<file path="config.mk">
export PLATFORM = sky130hd
export DESIGN_NAME = secondary_sensor_conditioner
export DESIGN_NICKNAME = d
export VERILOG_FILES = /design/src/rtl/secondary_sensor_conditioner_pkg.sv /design/src/rtl/secondary_sensor_conditioner_sync_debounce.sv /design/src/rtl/secondary_sensor_conditioner.sv
export SDC_FILE = /design/constraint.sdc
export NUM_CORES = 1
export LEC_CHECK = 0
export ABC_AREA = 1
export CAP_MARGIN = 20
export CORE_MARGIN = 2
export CORE_UTILIZATION = 35
export CTS_CLUSTER_SIZE = 24
export DETAILED_ROUTE_END_ITERATION = 10
export DONT_BUFFER_PORTS = 1
export PLACE_DENSITY = 0.55
export REMOVE_ABC_BUFFERS = 1
export SETUP_SLACK_MARGIN = 0.15
export SLEW_MARGIN = 20
export SYNTH_ARGS = -nofsm -noshare
export SYNTH_HDL_FRONTEND = slang
export SYNTH_SLANG_ARGS = --single-unit
</file>
<file path="constraint.sdc">
create_clock -name clk -period 1.8 [get_ports clk]
set_input_delay 0.36 -clock clk [delete_from_list [all_inputs] [get_ports clk]]
set_output_delay 0.36 -clock clk [all_outputs]
set_load 0.01 [all_outputs]
</file>
<file path="src/rtl/secondary_sensor_conditioner_pkg.sv">
// rtl/secondary_sensor_conditioner_pkg.sv - shared debounce state encoding and light bit indices
package secondary_sensor_conditioner_pkg;

    typedef enum logic [1:0] {
        STABLE_LOW  = 2'd0,
        PEND_HIGH   = 2'd1,
        STABLE_HIGH = 2'd2,
        PEND_LOW    = 2'd3
    } debounce_state_t;

    localparam int RYG_R = 2;
    localparam int RYG_Y = 1;
    localparam int RYG_G = 0;

    localparam logic [7:0] DETECT_MAX = 8'd255;

endpackage

</file>
<file path="src/rtl/secondary_sensor_conditioner_sync_debounce.sv">
// rtl/secondary_sensor_conditioner_sync_debounce.sv - synchroniser and debounce FSM for a raw level input
module secondary_sensor_conditioner_sync_debounce
    import secondary_sensor_conditioner_pkg::*;
#(
    parameter int SYNC_STAGES     = 2,
    parameter int DEBOUNCE_CYCLES = 100000,
    parameter int CNT_W           = 17
) (
    input  logic clk,
    input  logic reset_n,
    input  logic rawSensor,
    output logic sensorStable
);

    localparam logic [CNT_W-1:0] CNT_LAST = CNT_W'(DEBOUNCE_CYCLES - 1);

    logic [SYNC_STAGES-1:0] sync_q;
    logic                   sync_out;
    debounce_state_t        state;
    logic [CNT_W-1:0]       cnt;

    assign sync_out = sync_q[SYNC_STAGES-1];

    always_ff @(posedge clk or negedge reset_n) begin
        if (!reset_n) begin
            sync_q <= '0;
        end else begin
            sync_q <= {sync_q[SYNC_STAGES-2:0], rawSensor};
        end
    end

    // Any disagreement with the pending level drops back to the old stable state with a fresh count.
    always_ff @(posedge clk or negedge reset_n) begin
        if (!reset_n) begin
            state        <= STABLE_LOW;
            cnt          <= '0;
            sensorStable <= 1'b0;
        end else begin
            case (state)
                STABLE_LOW: begin
                    cnt <= '0;
                    if (sync_out) begin
                        state <= PEND_HIGH;
                        cnt   <= CNT_W'(1);
                    end
                end
                PEND_HIGH: begin
                    if (!sync_out) begin
                        state <= STABLE_LOW;
                        cnt   <= '0;
                    end else if (cnt == CNT_LAST) begin
                        state        <= STABLE_HIGH;
                        sensorStable <= 1'b1;
                        cnt          <= '0;
                    end else begin
                        cnt <= cnt + 1'b1;
                    end
                end
                STABLE_HIGH: begin
                    cnt <= '0;
                    if (!sync_out) begin
                        state <= PEND_LOW;
                        cnt   <= CNT_W'(1);
                    end
                end
                PEND_LOW: begin
                    if (sync_out) begin
                        state <= STABLE_HIGH;
                        cnt   <= '0;
                    end else if (cnt == CNT_LAST) begin
                        state        <= STABLE_LOW;
                        sensorStable <= 1'b0;
                        cnt          <= '0;
                    end else begin
                        cnt <= cnt + 1'b1;
                    end
                end
                default: begin
                    state <= STABLE_LOW;
                    cnt   <= '0;
                end
            endcase
        end
    end

endmodule

</file>
<file path="src/rtl/secondary_sensor_conditioner.sv">
// rtl/secondary_sensor_conditioner.sv - debounced secondary-road vehicle request latch with arrival counter
module secondary_sensor_conditioner
    import secondary_sensor_conditioner_pkg::*;
#(
    parameter int SYNC_STAGES     = 2,
    parameter int DEBOUNCE_CYCLES = 100000,
    parameter int CNT_W           = 17
) (
    input  logic       clk,
    input  logic       reset_n,
    input  logic       rawSensor,
    input  logic [2:0] secondaryRoadLight_RYG,
    output logic       sensorStable,
    output logic       carWaiting,
    output logic [7:0] detectCount
);

    logic green;
    logic green_d;
    logic green_fall;
    logic stable_d;
    logic stable_rise;
    logic unused_ryg_bits;

    assign green           = secondaryRoadLight_RYG[RYG_G];
    assign unused_ryg_bits = ^secondaryRoadLight_RYG[RYG_R:RYG_Y];
    assign green_fall      = green_d & ~green;
    assign stable_rise     = sensorStable & ~stable_d;

    secondary_sensor_conditioner_sync_debounce #(
        .SYNC_STAGES     (SYNC_STAGES),
        .DEBOUNCE_CYCLES (DEBOUNCE_CYCLES),
        .CNT_W           (CNT_W)
    ) u_sync_debounce (
        .clk          (clk),
        .reset_n      (reset_n),
        .rawSensor    (rawSensor),
        .sensorStable (sensorStable)
    );

    // Green always wins: a car arriving during green is served by it; one still present at green end re-requests.
    always_ff @(posedge clk or negedge reset_n) begin
        if (!reset_n) begin
            green_d     <= 1'b0;
            stable_d    <= 1'b0;
            carWaiting  <= 1'b0;
            detectCount <= 8'd0;
        end else begin
            green_d  <= green;
            stable_d <= sensorStable;
            if (green) begin
                carWaiting <= 1'b0;
            end else if (green_fall && sensorStable) begin
                carWaiting <= 1'b1;
            end else if (stable_rise) begin
                carWaiting <= 1'b1;
            end
            if (stable_rise && (detectCount != DETECT_MAX)) begin
                detectCount <= detectCount + 8'd1;
            end
        end
    end

endmodule

</file>
---- Word level (Yosys, flattened, before mapping) ----
Index checks and enable logic that the tools add are counted.
storage, ports and cells
  output and inout port bits .............. 10
  register bits after elaboration ......... 33
  word-level logic and storage cells ...... 55
  input bits .............................. 6
cells by class
  bitwise operators ....................... 4
  muxes and demuxes ....................... 21
  add/subtract/negate cells ............... 2
  reductions and logical operators ........ 7
  equal/unequal tests ..................... 13
operator list
  operator                                                                  number
  17-bit case mux with 4 select lines                                       1
  17-bit 2-to-1 mux                                                         3
  17-bit by 1-bit adder with 17-bit output (second input constant)          1
  17-bit == test (second input constant)                                    1
  2-bit 2-to-1 mux                                                          6
  1-bit 2-to-1 mux                                                          9
  8-bit by 1-bit adder with 8-bit output (second input constant)            1
  2-bit by 1-bit inequality test with 1-bit output (second input constant)  4
  8-bit inequality test (second input constant)                             1
  2-bit case mux with 4 select lines                                        1
  5-bit AND reduction                                                       1
  2-bit == test (second input constant)                                     2
  2-bit inequality test (second input constant)                             2
  4-bit AND reduction                                                       1
  3-bit by 1-bit inequality test with 1-bit output (second input constant)  1
  3-bit inequality test (second input constant)                             1
  3-bit nonzero test                                                        1
  1-bit AND                                                                 2
  2-bit by 1-bit == test with 1-bit output (second input constant)          1
  1-bit logical AND                                                         2
  2-bit zero test                                                           1
  1-bit NOT                                                                 2
  1-bit case mux with 2 select lines                                        1
  2-bit nonzero test                                                        1

---- Depth between registers and ports, before layout ----
Gate-level depths: netlist of run 1.
  depth in word-level cells ............... 5
  mapped depth ............................ 9
  gate-level depth less buffers ........... 9

---- Modules after synthesis ----
A second synthesis of run 1 with hierarchy kept.
second synthesis, totals
  cells, all modules ...................... 231
  area, all modules ....................... 1,811.7 um^2
modules (own cells, without submodules)
  module                                      area an instance (um^2)  sequential area each (um^2)  instances  cells an instance
  secondary_sensor_conditioner_sync_debounce  1,221.2                  550.5                        1          159
  secondary_sensor_conditioner                590.6                    275.3                        1          72

---- Worst setup path after synthesis of run 1 ----
Ideal clock, no wire load.
  path type ............................... flip-flop to flip-flop
  start point ............................. reg detectCount[0]
  end point ............................... reg detectCount[4]
  required time ........................... 1.674 ns
  library setup time ...................... 0.126 ns
  buffers on the path ..................... 0
  cell stages (with the launch flop) ...... 9
  period minus slack after synthesis ...... 1.319 ns
  setup slack ............................. 0.481 ns
  arrival time ............................ 1.193 ns
  path through ............................ dfrtp_1 > ha_1 > inv_1 > nor2_1 > nand2_1 > nand2_1 > inv_1 > nand2_1 > xnor2_1
between the ends
  longest elaborated chain between the ends .. 2
  elaborated cells on any way between the ends .. 3
  classes of those cells .................. add/sub (1); eq/ne (1); reduce/logical (1)
RTL lines
  element                                                                         line                                source
  from (decl)                                                                     secondary_sensor_conditioner.sv:15  output logic [7:0] detectCount
  from (signal assigned)                                                          secondary_sensor_conditioner.sv:59  detectCount <= detectCount + 8'd1;
  branches (longest 2 deep; another with 8-bit by 1-bit adder with 8-bit output)  n/a
Parallel ways; which one is timed is not known.
A chain may end at the register's enable or synchronous reset.

---- Final worst setup path of run 1 ----
  start point ............................. reg detectCount[0]
  end point ............................... reg detectCount[5]
The elaborated chain is that of the path after synthesis.

==> results.toml, run 1 <==
[status]
status = "finished clean"

[synth]
synth_edf_count = 0
synth_common_cells = "nand2_1, nor2_1, dfrtp_1, inv_1, nand3_1"
synthFlopType = "dfrtp_1"
synth-seq-cells = 33
yosysMostFrequentCell = "nand2_1"
synth_area_per_cell_um2 = 8.02
synthArstFlopShare = 1.00
synth.largest_area_cell = "dfrtp_1"
ys.warnings.count = 0
muxShareOfSynthArea = 0
synth-compound-area-share = 0.0270
synthAdderAreaFrac = 0.0146
synth_area_um2 = 1720
synth_xor_area_frac = 0.0664
synthTopCellsByArea = "dfrtp_1, nand2_1, nor2_1, inv_1, xor2_1"
synth_top_family_by_area = "simple AND/OR/NAND/NOR gates"
synthSimpleGateAreaFrac = 0.343
synth_top_area_share = 0.481
synth_cells = 214
ys_seq_area_frac = 0.481
yosysUniqueCellTypes = 25

[clock_network]
htreeDepth = 2
post_cts_buffers = 0
worstSkewPairLatency_ns = 0.28
clockRootBuffer = "clkbuf_8"
cts_buffers = 5
cts_tree = "built"
clock_path_buffers = 2
clkTransAtPathRegs_ns = 0.07
clock-sinks = 33

[setup_path]
endpoint_kind = "register"
worstSetupPathType = "register to register"
cpMaxStageDelayCell = "dfrtp_1"
cp.arrival_ns = 1.68
crit_required_ns = 1.96
start_kind = "register"
cp_cell_sequence = "ha_1 > inv_1 > nor2_1 > nand2_1 > nand2_1 > inv_1 > nand2_1 > xnor2_1"
cp_max_fo = 5
crit_path_frequent_cell = "nand2_1"
slowest_delay_ns = 0.44

[global_routing]
overflow = 0
grt_pass1_vias = 1199
antenna_found_initial = 0
grt_max_degree = 34
grt_pass1_wl_um = 5500
grt_use_total = 0.135

[layout]
n_fill_cell = 481
fin_area_um2 = 1910
area_growth_pct = 11.2
num_antenna_cells = 0
final_core_util = 0.404
final_cells = 291
register_area_um2 = 826
drive_gt1_frac = 0.0938
multiInputGateArea_um2 = 773
nets = 231

[place]
globalplace.congestion = 0.873
portBuffers = 0
dp.final_hpwl_um = 2410
dp.cells = 281
dpl_cell_area_um2 = 1800

[timing]
report.final.setup_viol = 0
fmax_mhz = 659
fin_crit_ns = 1.52
setup_tns_ns = 0
worst_slew_pin_slew_ns = 0.298
finalHoldViolCount = 0
slew_headroom = 0.800
rsz0062_at_grt = "no"
slew_viol_final = 0
finalCritPeriodShare = 0.843
clock_skew_ns = 0.00896

[pwr]
max-vdd-ir-drop_v = 0.000430
power_density_nw_per_um2 = 712
leakagePower_nw = 0.846

[floorplanning]
boundaryPins = 16
die_area_um2 = 5480
core_area_um2 = 4720
die-height_um = 74.0
rows = 25
die_w_um = 74.0
start_util = 0.363

[route]
routed_via_density = 4.45
drc_errors = 0
wl_um = 3350
first_pass_iters = 4
first_iter_violations = 95
routed-via-count = 1296
postRouteAntennaNets = 0
wl_per_cell_um = 11.5

[min_path]
hp-class = "input pin to register"

[run]
drv_cap = 0
-- routing by layer --
layer / vias to the layer above / GRT usage / share of wire
li1: 685 / - / -
met1: 590 / 0.184 / 0.50
met2: 14 / 0.201 / 0.45
met3: 7 / 0.0393 / 0.030
met4: 0 / 0.0545 / 0.019
met5: - / 0 / 0
-- flip-flops by register name (all words and copies together) (netlist names), named ones only --
signal and flops:
u_sync_debounce.cnt 17, detectCount 8, u_sync_debounce.sync_q 2, carWaiting 1, green_d 1, stable_d 1
u_sync_debounce.sensorStable 1, u_sync_debounce.state 1
-- logic make-up (layout without fill, tap and decap cells) --
family,after synthesis,after routing
flip-flops,33,33
buffers and inverters,28,38
AO/OA/AOI/OAI,8,8
adder cells (fa/ha/maj),2,2
XOR/XNOR,13,13
AND/OR/NAND/NOR,130,130
-- path summary, 6_finish.rpt --
| path | slack [ns] | to | start | cells after the start |
|---|---|---|---|---|
| max in group asynchronous | 1.09 | async pin | reset_n | 2 |
| worst min-delay path | 0.11 | green_d$_DFF_PN0_ | secondaryRoadLight_RYG[0] | 0 |
| worst min register to register | 0.35 | u_sync_debounce.sync_q[1]$_DFF_PN0_ | u_sync_debounce.sync_q[0]$_DFF_PN0_ | 0 |
| worst max-delay path | 0.28 | detectCount[5]$_DFFE_PN0P_ | detectCount[0]$_DFFE_PN0P_ | 8 |
| worst max register to register | 0.28 | detectCount[5]$_DFFE_PN0P_ | detectCount[0]$_DFFE_PN0P_ | 8 |
| min in group asynchronous | 0.51 | u_sync_debounce.cnt[14]$_DFF_PN0_ | reset_n | 2 |
-- critical path, delay by kind of cell (launching register included) --
| kind | cells | cell delay (ns) |
|---|---|---|
| xor gates and xnor gates | 1 | 0.13 |
| buffers and inverters | 2 | 0.26 |
| DFF | 1 | 0.44 |
| and+or+nand+nor | 4 | 0.35 |
| adders and majority gates | 1 | 0.22 |
-- repair_timing --
action,in CTS,in global routing
hold endpoints to repair,33,0
gates resized for setup,0,0
setup endpoints to repair,0,0
hold buffers,2,0
-- where the power goes --
group	leakage (nW)	internal, W	switching (W)
clock network	0.0450	0.000268	0.000265
registers	0.450	0.000754	0.00000703
logic	0.351	0.0000189	0.0000454
total	0.846	0.00104	0.000317
-- cell type report --
class                      instances  share of cell area
tap                               67              0.0439
sequential                        33               0.433
clock inverter                     2             0.00525
timing repair buffer               4              0.0236
inverter                          26              0.0511
multi-input combinational        153               0.405
clock buffer                       6              0.0380
-- stage by stage --
| stage | worst slack (ns) | power [W] | hold WS (ns) |
|---|---|---|---|
| 3_3_place_gp | 0.311 | 0.000819 | 0.0656 |
| 6_report | 0.283 | 0.00136 | 0.106 |
| 4_1_cts | 0.284 | 0.00138 | 0.0967 |
| 2_1_floorplan | 0.481 | 0.000810 | 0.0644 |
| 5_1_grt | 0.180 | 0.00142 | 0.0907 |
| 3_5_place_dp | 0.305 | 0.000820 | 0.0656 |
-- placed cells by master (no fill, tap or decap), drive strengths merged --
cell type    instances
dlygate4sd3          1
dfrtp               33
o21ai                5
ha                   2
nor2                46
inv                 25
nor3                 7
buf                  3
nand4                5
nand3               17
xnor2                3
clkbuf               6
a211oi               1
a31oi                1
xor2                10
or2                  2
nand2               53
clkinv               3
o21bai               1
No activity file was read; power rests on OpenSTA's default activity.
==> inputs of run 2 (changes only) <==
Clock period 1.8 ns to 1.4 ns, I/O delays scaled along.
==> results.toml, run 2 (synthesized netlist as in run 1, its figures left out) <==
[status]
status = "finished clean"

[place]
globalplace.congestion = 0.845
dp.final_hpwl_um = 2480
portBuffers = 0
dp.cells = 298

[setup_path]
crit_required_ns = 1.58
timing.rr.start = "u_sync_debounce.cnt[0]$_DFF_PN0_"
cp.arrival_ns = 1.53
reg2reg_depth = 6
endpoint_kind = "register"
slowest_delay_ns = 0.35
path_buf_inv = 0
cpMaxStageDelayCell = "dfrtp_1"
crit_cells = 6
crit_start = "u_sync_debounce.cnt[0]$_DFF_PN0_"
cp_max_fo = 6
worstSetupPathType = "register to register"
cp_cell_sequence = "ha_2 > nand2_2 > nor2_4 > nand3_4 > nand2_4 > nor2_1"
crit_family = "simple AND/OR/NAND/NOR gates"
start_kind = "register"

[layout]
largest_reg_flops = 17
drive_gt1_frac = 0.327
area_growth_pct = 35.4
final_cells = 321
final_common_cell = "nand2_1"
nets = 261
reg_top3 = "u_sync_debounce.cnt x17, detectCount x8, u_sync_debounce.sync_q x2"
max_flop_register = "u_sync_debounce.cnt"
mostFrequentLayoutCells = "nand2_1, nor2_1, dfrtp_1"
num_antenna_cells = 0

[clock_network]
clock-sinks = 33
cts_buffers = 5
clock_path_buffers = 2
worstSkewPairLatency_ns = 0.28
cts_tree = "built"
clockRootBuffer = "clkbuf_8"
htreeDepth = 2
clkTransAtPathRegs_ns = 0.07

[floorplanning]
start_util = 0.363
rows = 25
die_area_um2 = 5480
core_area_um2 = 4720
boundaryPins = 16
die_w_um = 74.0
die-height_um = 74.0

[global_routing]
grt_pass1_wl_um = 6350
overflow = 0
antenna_found_initial = 0
met3_usage = 0.0339
grt_max_degree = 34
grtUsageMet2 = 0.234
busiest_layer = "met2"
globalRouteMet1Util = 0.205
grt_pass1_vias = 1451
grt_use_total = 0.151

[pwr]
intPower_w = 0.00160
power.total_w = 0.00204
power.switching_w = 0.000436
p_clk_frac = 0.452
max-vdd-ir-drop_v = 0.000687
power_density_nw_per_um2 = 878
combPwrFrac = 0.068
leakagePower_nw = 1.01
pwr-share-seq = 0.480
swShare = 0.214

[timing]
worst_slew_pin_slew_ns = 0.410
fmax_mhz = 738
rsz0062_at_grt = "yes"
finalHoldViolCount = 0
finalCritPeriodShare = 0.968
slew_headroom = 0.724
fin_crit_ns = 1.36
report.final.setup_viol = 0
clock_skew_ns = 0.00776
holdWs_ns = 0.0245
slew_viol_final = 0

[route]
drc_errors = 0
first_pass_iters = 5
postRouteAntennaNets = 0
wl_um = 3710
routed_via_density = 4.57
first_iter_violations = 108
wl_per_cell_um = 11.6
routed-via-count = 1468

[run]
drv_cap = 0

[min_path]
hp-class = "input pin to register"
hp-start = "rawSensor"
min_path_cells = 0
## run 2: worst paths after layout
path,end,slack [ns]
min in group asynchronous,u_sync_debounce.cnt[15]$_DFF_PN0_,0.45
worst max-delay path,u_sync_debounce.cnt[8]$_DFF_PN0_,0.04
worst min-delay path,u_sync_debounce.sync_q[0]$_DFF_PN0_,0.02
max in group asynchronous,u_sync_debounce.cnt[4]$_DFF_PN0_,0.77
worst min register to register,u_sync_debounce.sync_q[1]$_DFF_PN0_,0.36
worst max register to register,u_sync_debounce.cnt[8]$_DFF_PN0_,0.04
## run 2: layer usage
| metal | vias up | part of all wire |
|---|---|---|
| met4 | 0 | 0.015 |
| met1 | 674 | 0.49 |
| li1 | 751 | - |
| met5 | - | 0 |
| met3 | 6 | 0.056 |
| met2 | 37 | 0.44 |
## run 2: area by class of cell
| class | count | area [µm²] |
|---|---|---|
| Tap cell | 67 | 83.8 |
| Sequential cell | 33 | 828 |
| Timing Repair Buffer | 32 | 272 |
| Clock inverter | 1 | 30.0 |
| Inverter | 26 | 100 |
| Fill cell | 447 | 2400 |
| Clock buffer | 7 | 86.3 |
| Multi-Input combinational cell | 155 | 922 |
## run 2: power groups by stage
stage | Sequential (W) | Clock (W) | Combinational [W]
2_1_floorplan | 0.000995 | 0 | 0.0000462
3_3_place_gp | 0.000996 | 0 | 0.0000640
3_5_place_dp | 0.000996 | 0 | 0.0000647
4_1_cts | 0.000978 | 0.000947 | 0.0000995
5_1_grt | 0.000979 | 0.000996 | 0.000157
6_report | 0.000978 | 0.000921 | 0.000139
## run 2: timing repair
item	in CTS	in global routing
gates resized for setup	14	32
setup endpoints to repair	27	28
setup buffers	5	6
hold buffers	2	0
pin swaps	5	16
endpoints found under the hold margin	33	0
gates cloned	1	1
## run 2: through the flow
step	worst slack, ns	util	area, µm²	setup TNS [ns]
after floorplan	0.0807	-	1700	0
after global placement	0.0227	0.407	1920	0
after detailed placement	0.0228	0.407	1920	0
after CTS	0.0372	0.456	2150	0
after global routing	-0.0850	0.492	2320	-0.467
final	0.0443	0.492	2320	0
==> inputs of run 3 (changes only) <==
Settings changed: PLACE_DENSITY 0.55 to unset.
==> results.toml, run 3 (synthesized netlist as in run 1, its figures left out) <==
[layout]
nets = 262
final_cells = 321
reg_top3 = "u_sync_debounce.cnt x17, detectCount x8, u_sync_debounce.sync_q x2"
fin_area_um2 = 2410
largest_reg_flops = 17
mostFrequentLayoutCells = "nand2_1, dfrtp_1, nor2_1"
num_antenna_cells = 0
final_common_cell = "nand2_1"
max_flop_register = "u_sync_debounce.cnt"
area_growth_pct = 40.3
drive_gt1_frac = 0.350
n_fill_cell = 419

[status]
status = "finished clean"

[pwr]
leakagePower_nw = 1.08
combPwrFrac = 0.077
pwr-share-seq = 0.530
power.switching_w = 0.000433
max-vdd-ir-drop_v = 0.000527
swShare = 0.234
intPower_w = 0.00142
p_clk_frac = 0.392
power_density_nw_per_um2 = 770

[clock_network]
cts_buffers = 5
clock_path_buffers = 2
clockRootBuffer = "clkbuf_8"
cts_tree = "built"
htreeDepth = 2
clkTransAtPathRegs_ns = 0.07
clock-sinks = 33
worstSkewPairLatency_ns = 0.29

[route]
first_iter_violations = 84
wl_um = 3920
postRouteAntennaNets = 0
wl_per_cell_um = 12.2
routed_via_density = 4.63
routed-via-count = 1486
first_pass_iters = 4
drc_errors = 0

[timing]
finalHoldViolCount = 0
worst_slew_pin_slew_ns = 0.278
rsz0062_at_grt = "yes"
slew_headroom = 0.814
clock_skew_ns = 0.00689
report.final.setup_viol = 0
slew_viol_final = 0
fin_crit_ns = 1.37
finalCritPeriodShare = 0.981
fmax_mhz = 728

[place]
dp.final_hpwl_um = 2470
globalplace.congestion = 0.903
portBuffers = 0
dpl_cell_area_um2 = 1930
dp.cells = 299

[global_routing]
overflow = 0
busiest_layer = "met2"
grt_pass1_wl_um = 6240
grtUsageMet2 = 0.227
antenna_found_initial = 0
grt_pass1_vias = 1397
globalRouteMet1Util = 0.205
grt_max_degree = 34
grt_use_total = 0.150
met3_usage = 0.0352

[setup_path]
cp.arrival_ns = 1.54
start_kind = "register"
crit_required_ns = 1.57
cp_max_fo = 6
endpoint_kind = "register"
worstSetupPathType = "register to register"

[floorplanning]
die_w_um = 74.0
rows = 25
start_util = 0.363
die_area_um2 = 5480
die-height_um = 74.0
core_area_um2 = 4720
boundaryPins = 16

[min_path]
hp-class = "input pin to register"

[run]
drv_cap = 0
==> run 3: cell types whose count changed in the layout (fill, tap and decap cells not counted), sizes merged <==
cell / change
buf: +1
bufinv: -1
==> run 3: repair_timing <==
item,4_1_cts,5_1_grt
hold buffers,2,0
setup endpoints to repair,26,27
cloned,0,2
pin swaps,8,14
resized for setup,15,53
endpoints found under the hold margin,33,0
buffers inserted,3,8
==> run 3: power by group through the flow <==
stage          clock network (W)   logic, W  registers (W)
5_1_grt                 0.000785   0.000161       0.000983
4_1_cts                 0.000739   0.000101       0.000979
2_1_floorplan                  0  0.0000462       0.000995
3_3_place_gp                   0  0.0000633       0.000996
6_report                0.000727   0.000143       0.000982
3_5_place_dp                   0  0.0000639       0.000997
==> run 3: through the flow <==
| stage | hold slack (ns) | power, W | util | setup TNS [ns] | worst slack (ns) |
|---|---|---|---|---|---|
| finish | 0.0218 | 0.00185 | 0.509 | 0 | 0.0263 |
| CTS | 0.0128 | 0.00182 | 0.447 | 0 | 0.0317 |
| floorplan | -0.0156 | 0.00104 | - | 0 | 0.0807 |
| global placement | -0.0143 | 0.00106 | 0.409 | 0 | 0.0279 |
| global route | 0.00469 | 0.00193 | 0.509 | -0.413 | -0.0826 |
| detailed placement | -0.0142 | 0.00106 | 0.409 | 0 | 0.0185 |
==> run 3: routing by layer <==
metal,wire length [µm],share of wire,up-vias
met5,0,0,-
met4,129,0.033,0
met3,166,0.042,11
met2,1780,0.45,29
met1,1850,0.47,700
li1,-,-,746
==> run 3: layout make-up <==
class / instances / area, µm² / area share
Timing Repair Buffer: 33 / 298 / 0.124
Multi-Input combinational cell: 155 / 1010 / 0.419
Tap cell: 67 / 83.8 / 0.0348
Sequential cell: 33 / 827 / 0.344
Clock buffer: 7 / 86.3 / 0.0359
Inverter: 26 / 103 / 0.0426
==> run 3: final timing paths <==
path                                                      from                                   to  slack [ns]  cells past startpoint
setup / recovery              u_sync_debounce.cnt[8]$_DFF_PN0_     u_sync_debounce.cnt[0]$_DFF_PN0_        0.03                      6
hold / removal                                       rawSensor  u_sync_debounce.sync_q[0]$_DFF_PN0_        0.02                      0
setup reg to reg              u_sync_debounce.cnt[8]$_DFF_PN0_     u_sync_debounce.cnt[0]$_DFF_PN0_        0.03                      6
hold reg to reg            u_sync_debounce.sync_q[0]$_DFF_PN0_  u_sync_debounce.sync_q[1]$_DFF_PN0_        0.36                      0
max in group asynchronous                              reset_n           detectCount[0]$_DFFE_PN0P_        0.78                      2
min in group asynchronous                              reset_n     u_sync_debounce.cnt[7]$_DFF_PN0_        0.43                      2
==> run 3: critical path: stages (launching register included) <==
cell     delay, ns
dfrtp_1       0.43
nor2_1        0.11
nand2_1       0.11
nor2_4        0.18
nand3_4       0.21
nand2_8       0.15
o21ai_1       0.06
